## src/rtl/decoder_pkg.sv

```systemverilog
`default_nettype none
// ============================================================================
// Module   : decoder_pkg
// Brief    : Field layout, opcode names and slicing helper for the decoder
// Revision : 1.0
// ============================================================================
package decoder_pkg;

    localparam int OPCODE_W   = 4;
    localparam int OPCODE_LSB = 0;
    localparam int REG_W      = 14;
    localparam int REG_LSB    = 4;
    localparam int DATA_W     = 32;
    localparam int CTRL_W     = 32;

    // Opcode names consumed by the downstream executor
    localparam logic [OPCODE_W-1:0] OP_NOP      = 4'h0;
    localparam logic [OPCODE_W-1:0] OP_MOVE     = 4'h1;
    localparam logic [OPCODE_W-1:0] OP_ROTATE   = 4'h2;
    localparam logic [OPCODE_W-1:0] OP_GRIP     = 4'h3;
    localparam logic [OPCODE_W-1:0] OP_RELEASE  = 4'h4;
    localparam logic [OPCODE_W-1:0] OP_WRITE    = 4'h5;
    localparam logic [OPCODE_W-1:0] OP_READ     = 4'h6;
    localparam logic [OPCODE_W-1:0] OP_HOME     = 4'h7;
    localparam logic [OPCODE_W-1:0] OP_STOP     = 4'hF;

    typedef struct packed {
        logic [OPCODE_W-1:0] opcode;
        logic [REG_W-1:0]    register;
        logic [DATA_W-1:0]   data;
    } instr_fields_t;

    // Pure bit slicing; the reserved upper control bits are discarded
    function automatic instr_fields_t split_instr(
        input logic [CTRL_W-1:0] ctrl,
        input logic [DATA_W-1:0] payload
    );
        instr_fields_t f;
        f.opcode   = ctrl[OPCODE_LSB +: OPCODE_W];
        f.register = ctrl[REG_LSB +: REG_W];
        f.data     = payload;
        return f;
    endfunction

endpackage : decoder_pkg
`default_nettype wire

```

## src/rtl/decorder_instruction.sv

```systemverilog
`default_nettype none
// ============================================================================
// Module   : decorder_instruction
// Brief    : Captures a 64-bit instruction on a falling request edge and holds
//            its opcode, register field and payload for the executor
// Revision : 1.0
// ============================================================================
module decorder_instruction
    import decoder_pkg::*;
(
    input  logic                clk_en,
    input  logic                rst_n,
    input  logic                new_instruction,
    input  logic [CTRL_W-1:0]   dataA,
    input  logic [DATA_W-1:0]   dataB,
    output logic [OPCODE_W-1:0] out_opcode,
    output logic [REG_W-1:0]    out_register,
    output logic [DATA_W-1:0]   out_data,
    output logic                out_valid
);

    logic          ni_prev_q, ni_prev_d;
    instr_fields_t fields_q,  fields_d;
    logic          valid_q,   valid_d;
    logic          accept;
    instr_fields_t decoded;

    assign decoded = split_instr(dataA, dataB);

    // Request is active-low: accept only on a sampled high-to-low transition
    assign accept = ~new_instruction & ni_prev_q;

    always_comb begin
        ni_prev_d = new_instruction;
        fields_d  = fields_q;
        valid_d   = 1'b0;
        if (accept) begin
            fields_d = decoded;
            valid_d  = 1'b1;
        end
    end

    // ni_prev resets high so a request held low across reset is still taken
    always_ff @(posedge clk_en or negedge rst_n) begin
        if (!rst_n) begin
            ni_prev_q <= 1'b1;
            fields_q  <= '0;
            valid_q   <= 1'b0;
        end else begin
            ni_prev_q <= ni_prev_d;
            fields_q  <= fields_d;
            valid_q   <= valid_d;
        end
    end

    assign out_opcode   = fields_q.opcode;
    assign out_register = fields_q.register;
    assign out_data     = fields_q.data;
    assign out_valid    = valid_q;

endmodule : decorder_instruction
`default_nettype wire

```

## config.mk

```make
export PLATFORM = sky130hd
export DESIGN_NAME = decorder_instruction
export DESIGN_NICKNAME = d
export VERILOG_FILES = /design/src/rtl/decoder_pkg.sv /design/src/rtl/decorder_instruction.sv
export SDC_FILE = /design/constraint.sdc
export NUM_CORES = 1
export LEC_CHECK = 0
export CAP_MARGIN = 20
export CORE_ASPECT_RATIO = 0.75
export CORE_MARGIN = 4
export CORE_UTILIZATION = 39
export DETAILED_ROUTE_END_ITERATION = 16
export GPL_TIMING_DRIVEN = 0
export MAX_ROUTING_LAYER = met4
export PLACE_DENSITY_LB_ADDON = 0.12
export RECOVER_POWER = 25
export SKIP_LAST_GASP = 1
export SLEW_MARGIN = 20
export SYNTH_ARGS = -nofsm -noshare
export SYNTH_HDL_FRONTEND = slang
export SYNTH_SLANG_ARGS = --single-unit
```

## constraint.sdc

```tcl
create_clock -name clk_en -period 1.9 [get_ports clk_en]
set_input_delay 0.38 -clock clk_en [delete_from_list [all_inputs] [get_ports clk_en]]
set_output_delay 0.38 -clock clk_en [all_outputs]
set_load 0.03 [all_outputs]
```

==> results of run 1 <==
registers in the layout (all words and copies together) (netlist names):
register,count
out_valid,1
out_opcode,4
out_register,14
out_data,32
ni_prev_q,1
cell families (layout without fill, tap and decap cells):
group / after synthesis / after routing / synth area share, %
buffers and inverters: 6 / 118 / 5.50
flip-flops: 52 / 52 / 59.7
multiplexers: 50 / 50 / 34.2
AND/OR/NAND/NOR: 1 / 1 / 0.630
metal layers:
| metal | up-vias | GRT usage (%) |
|---|---|---|
| li1 | 598 | - |
| met2 | 60 | 24.4 |
| met5 | - | - |
| met3 | 10 | 4.23 |
| met1 | 652 | 18.4 |
| met4 | 0 | 4.49 |
how the worst max path moves through the flow:
stage,start,to,slack (ps)
finish,out_data[15],out_data[15],150
global route,out_data[15],out_data[15],80
CTS,out_data[15],out_data[15],130
detailed placement,new_instruction,out_register[1],160
global placement,rst_n,out_data[25],-970
floorplan,ni_prev_q,out_data[0],580
per-stage QoR:
step,instance area (sq um),cells
floorplan,2180,109
global placement,3310,287
detailed placement,3320,288
CTS,3420,296
global route,3420,296
finish,3420,296
power by group through the flow:
stage | sequential (mW) | clock, mW | combinational, mW
floorplan | 1.69 | 0 | 0.296
global placement | 1.37 | 0 | 1.10
detailed placement | 1.38 | 0 | 1.12
CTS | 1.36 | 0.671 | 1.13
global route | 1.38 | 0.718 | 1.16
finish | 1.36 | 0.638 | 1.12
cell usage in the layout, fill, tap and decap left out:
cell type                         instances
sky130_fd_sc_hd__buf_12                   7
sky130_fd_sc_hd__dfrtp_1                 51
sky130_fd_sc_hd__dfstp_2                  1
sky130_fd_sc_hd__mux2_2                   1
sky130_fd_sc_hd__clkinvlp_4               1
sky130_fd_sc_hd__mux2_4                  49
sky130_fd_sc_hd__nor2b_4                  1
sky130_fd_sc_hd__clkbuf_1                 2
sky130_fd_sc_hd__clkdlybuf4s50_1        102
sky130_fd_sc_hd__clkbuf_8                 6
final cells by class:
cell class	instances	area (sq um)	area share, %
Sequential cell	52	1300	38.1
Buffer	6	120	3.52
Tap cell	75	93.8	2.75
Multi-Input combinational cell	51	761	22.3
Clock inverter	1	7.51	0.220
Clock buffer	7	86.3	2.53
Timing Repair Buffer	104	1040	30.6
==> metrics.log, run 1 <==
INFO  metric number_of_design_rule_violations_left_by_the_first_detailed_router_iteration = 20
INFO  metric crit_cells = 1
INFO  metric hold_violations = 0
INFO  metric synth.net_count = 176
INFO  metric max-vdd-ir-drop = 0.524 mV
INFO  metric achievable_freq = 572 MHz
INFO  metric synthArstFlopShare = 100%
INFO  metric chipHeight = 72.8 um
INFO  metric power.switching_fraction = 30.5%
INFO  metric r2r-end = out_data[15]
INFO  metric internal_power = 2.16 mW
INFO  metric met2_layer_wire_length_in_the_routed_design = 2390 um
INFO  metric critPathMaxStageDelay = 700 ps
INFO  metric grt_setup_unrepaired = false
INFO  metric final_min_period_over_clock_period = 91.9%
INFO  metric p_clk_share = 20.5%
INFO  metric clock-root-buffer = sky130_fd_sc_hd__clkbuf_8
INFO  metric clkLatencyLatePin = 290 ps
INFO  metric synth_enable_flop_cells = 0
INFO  metric place_worst_setup_slack = 161 ps
INFO  metric fillCellCount = 410
INFO  metric per_instance_average_area_after_synthesis = 20.0 sq um
INFO  metric clock_sink_count = 52
INFO  metric worst-path-max-fanout = 2
INFO  metric synth-warning-count = 0
INFO  metric min_path_type = input pin to async pin
INFO  metric layout.nets = 287
INFO  metric power.static_leakage = 1.49 nW
INFO  metric die_area = 6870 sq um
INFO  metric power_density = 911 nW/um^2
INFO  metric run_status = finished clean
INFO  metric syn_area = 2180 sq um
INFO  metric cp_startpoint_kind = flop
INFO  metric drtAntennaViolNets = 0
INFO  metric m1WireLength = 2080 um
INFO  metric max_slew.worst_pin.slew = 1120 ps
INFO  metric synth_top_cells_by_count = sky130_fd_sc_hd__dfrtp_1 (51), sky130_fd_sc_hd__mux2_4 (49), sky130_fd_sc_hd__buf_12 (6)
INFO  metric globalRouteOverflowTotal = 0
INFO  metric clock_slew_at_reported_path_ffs = 90 ps
INFO  metric seqPwrFrac = 43.6%
INFO  metric maxCapViolations = 0
INFO  metric setup_viol = 0
INFO  metric cts.repair_timing.setup_buffer_count = 0
INFO  metric power = 3.11 mW
INFO  metric number_of_remaining_drc_errors = 0
INFO  metric endpoint_kind = output port
INFO  metric rr_worst_depth = 4
INFO  metric post_route_cells_drive_above_1_share = 29.9%
INFO  metric setup_slack = 153 ps
INFO  metric timing.rr.start = ni_prev_q
INFO  metric ys_seq_elements = 52
INFO  metric seq_area_frac_synth = 59.7%
INFO  metric combinational_power_share = 35.9%
INFO  metric criticalPathCategory = flop to output port
INFO  metric drt-wirelength-per-cell = 16.5 um
INFO  metric num_antenna_cells = 0
INFO  metric antenna_violations_before_repair = 0
INFO  metric fp.coreArea = 5380 sq um
INFO  metric post-route-util = 63.5%
INFO  metric first_pass_iters = 2
INFO  metric timing.final.crit_period = 1750 ps
INFO  metric finalHoldWorstSlack = 278 ps
INFO  metric timing.slew.headroom = 25.0%
INFO  metric finalClockSkew = 6.26 ps
INFO  metric yosysTopAreaCellShare = 58.5%
INFO  metric postCtsHoldBufs = 0
INFO  metric fin_setup_tns = 0 ps
INFO  metric totalWireLength = 4890 um
INFO  metric critical-path-slowest-cell = sky130_fd_sc_hd__clkdlybuf4s50_1
INFO  metric grtUsageTotal = 15.0%
INFO  metric first_global_vias = 1514
INFO  metric die_width = 94.4 um
INFO  metric replace_congestion = 0.752
INFO  metric crit_arrival = 1370 ps
INFO  metric cp_top_family = buffers and inverters
INFO  metric netlist_top_cells_area = sky130_fd_sc_hd__dfrtp_1 (58%), sky130_fd_sc_hd__mux2_4 (34%), sky130_fd_sc_hd__buf_12 (5.5%)
INFO  metric grt_max_degree = 34
INFO  metric synth.distinct_cells = 6
INFO  metric r2r_setup_slack = 510 ps
INFO  metric post_cts_resized = 0
INFO  metric viasPerCell = 4.46
INFO  metric port_buffers = 103
INFO  metric grt_pass1_wl = 7650 um
INFO  metric cts_max_level = 2
INFO  metric post-synth-top-area-cell = sky130_fd_sc_hd__dfrtp_1
INFO  metric slew_viol_final = 0
INFO  metric via_count = 1320
INFO  metric placementRows = 23
INFO  metric boundaryPins = 118
INFO  metric area_delta_synth_final = 56.4%
INFO  metric timing.critical_path.cells = clkdlybuf4s50_1
INFO  metric cts_tree = yes
INFO  metric clock_tree.buffer_depth = 2
INFO  metric post_synth_inst_count = 109
INFO  metric switchingPower = 0.948 mW
INFO  metric effective_utilization_at_floorplan = 40.6%
INFO  metric path_buf_inv = 1
INFO  metric synth_top_flop_cell = sky130_fd_sc_hd__dfrtp_1
INFO  metric yosysMostFrequentCell = sky130_fd_sc_hd__dfrtp_1
INFO  metric highest_signal_layer = met4
INFO  metric place_hpwl = 3730 um
INFO  metric routed-wl-met3 = 353 um
INFO  metric cts-buffers-inserted = 5
INFO  metric worst_path_required_time = 1520 ps
No activity file was read; power rests on OpenSTA's default activity.
==> inputs of run 2 (changes only) <==
CORE_MARGIN = default   (was 4)
HOLD_SLACK_MARGIN = 0.12   (was default)
==> run 2 against run 1 <==
Sequential power about the same. Clock power increased by 28%. Worst setup slack worse by 10 ps. Worst hold slack improved by 240 ps. Fmax shrank 0.59%. Combinational power is essentially flat. Power up 5.6%. Largest cell class unchanged. Highest routed layer unchanged.
==> metrics.log, run 2 (synthesis gave the netlist of run 1 again) <==
INFO  metric run_status = finished clean
INFO  metric finalClockSkew = 7.92 ps
INFO  metric worst-path-max-fanout = 2
INFO  metric use_met2 = 25.8%
INFO  metric max-vdd-ir-drop = 0.587 mV
INFO  metric via_count = 1316
INFO  metric cp_top_family = buffers and inverters
INFO  metric clock_slew_at_reported_path_ffs = 90 ps
INFO  metric totalWireLength = 4580 um
INFO  metric grt_max_degree = 35
INFO  metric crit_arrival = 1380 ps
INFO  metric number_of_remaining_drc_errors = 0
INFO  metric antenna_violations_before_repair = 0
INFO  metric cts_tree = yes
INFO  metric use_met3 = 4.34%
INFO  metric die_width = 88.4 um
INFO  metric port_buffers = 103
INFO  metric timing.final.crit_period = 1760 ps
INFO  metric cts_max_level = 2
INFO  metric clock_sink_count = 52
INFO  metric criticalPathCategory = flop to output port
INFO  metric place_worst_setup_slack = 167 ps
INFO  metric grt_pass1_wl = 7180 um
INFO  metric finalInstanceArea = 3450 sq um
INFO  metric setup_viol = 0
INFO  metric post_cts_resized = 0
INFO  metric dpl-instance-area = 3320 sq um
INFO  metric clock_tree.buffer_depth = 2
INFO  metric power_density = 952 nW/um^2
INFO  metric min_path_type = flop to flop
INFO  metric area_delta_synth_final = 58.1%
INFO  metric clock-root-buffer = sky130_fd_sc_hd__clkbuf_8
INFO  metric placementRows = 23
INFO  metric effective_utilization_at_floorplan = 40.8%
INFO  metric slew_viol_final = 0
INFO  metric first_global_vias = 1399
INFO  metric met1_usage = 22.6%
INFO  metric mostFrequentLayoutCells = sky130_fd_sc_hd__clkdlybuf4s50_1 (101), sky130_fd_sc_hd__dfrtp_1 (51), sky130_fd_sc_hd__mux2_4 (49)
INFO  metric replace_congestion = 0.709
INFO  metric hold_violations = 0
INFO  metric fin_setup_tns = 0 ps
INFO  metric largest_register_ff_count = 32
INFO  metric grtUsageTotal = 17.0%
INFO  metric num_antenna_cells = 0
INFO  metric critical-path-slowest-cell = sky130_fd_sc_hd__clkdlybuf4s50_1
INFO  metric grt_setup_unrepaired = false
INFO  metric clkLatencyLatePin = 300 ps
INFO  metric critPathMaxStageDelay = 700 ps
INFO  metric endpoint_kind = output port
INFO  metric drt-wirelength-per-cell = 15.4 um
INFO  metric path_buf_inv = 1
INFO  metric final_min_period_over_clock_period = 92.5%
INFO  metric power.static_leakage = 1.51 nW
INFO  metric setup_slack = 143 ps
INFO  metric most_common_library_cell_in_the_layout_ignoring_fill_and_taps = sky130_fd_sc_hd__clkdlybuf4s50_1
INFO  metric fillCellCount = 411
INFO  metric maxCapViolations = 0
INFO  metric cp_startpoint_kind = flop
INFO  metric max_slew.worst_pin.slew = 1070 ps
INFO  metric number_of_design_rule_violations_left_by_the_first_detailed_router_iteration = 26
INFO  metric layout.nets = 288
INFO  metric cts-buffers-inserted = 5
INFO  metric fp.coreArea = 5350 sq um
INFO  metric globalRouteOverflowTotal = 0
INFO  metric grt.busiest_layer = met2
INFO  metric viasPerCell = 4.43
INFO  metric timing.slew.headroom = 29.0%
INFO  metric timing.critical_path.cells = clkdlybuf4s50_1
INFO  metric boundaryPins = 118
INFO  metric worst_path_required_time = 1520 ps
INFO  metric achievable_freq = 569 MHz
INFO  metric first_pass_iters = 4
INFO  metric r2r_setup_slack = 430 ps
INFO  metric chipHeight = 66.8 um
INFO  metric die_area = 5900 sq um
INFO  metric post_route_cells_drive_above_1_share = 29.7%
INFO  metric place_hpwl = 3380 um
INFO  metric drtAntennaViolNets = 0
[run 2: cell count changes in the layout (fill, tap and decap cells not counted), sizes merged]
cell / before / now
clkdlybuf4s50: 102 / 101
clkinvlp: 1 / 0
bufinv: 0 / 1
dlygate4sd3: 0 / 2
[run 2: routing by layer]
| metal | share of wire [%] | vias to the layer above | wire length (um) |
|---|---|---|---|
| met2 | 47 | 55 | 2160 |
| met4 | 0.87 | 0 | 40 |
| met3 | 5.7 | 5 | 263 |
| met1 | 46 | 658 | 2120 |
| met5 | 0 | - | 0 |
| li1 | - | 598 | - |
[run 2: power by group]
part           internal (mW)  total (mW)  switching, mW
Combinational          0.601        1.11          0.511
Clock                  0.465       0.815          0.350
Sequential              1.27        1.36         0.0918
[run 2: worst paths after layout]
check	cells past startpoint	endpoint	from
min in group asynchronous	2	out_data[23]	rst_n
max in group asynchronous	3	ni_prev_q	rst_n
worst max register to register	4	out_register[7]	ni_prev_q
worst min-delay path	1	out_data[3]	out_data[3]
worst min register to register	1	out_data[3]	out_data[3]
worst max-delay path	1	out_data[8]	out_data[8]
[run 2: stage by stage]
stage / utilization [%] / power [mW] / hold slack, ps / std cells
after floorplan: - / 1.99 / 84.4 / 109
after global placement: 61.8 / 2.47 / 493 / 287
after detailed placement: 62.1 / 2.50 / 354 / 288
after CTS: 64.6 / 3.32 / 519 / 297
after global routing: 64.5 / 3.43 / 533 / 297
final: 64.5 / 3.29 / 517 / 297
[run 2: layout make-up]
cell class	count	area [sq um]	area share, %
clock inverters	1	30.0	0.870
clock buffers	7	96.3	2.79
flip-flops and latches	52	1300	37.7
multi-input cells	51	753	21.8
repair buffers	105	1050	30.6
plain buffers	6	120	3.48
well taps	75	93.8	2.72
[run 2: what timing repair did]
| action | in CTS | in global routing |
|---|---|---|
| endpoints found under the hold margin | 18 | 0 |
| setup buffers | 0 | 0 |
| hold buffers | 1 | 0 |
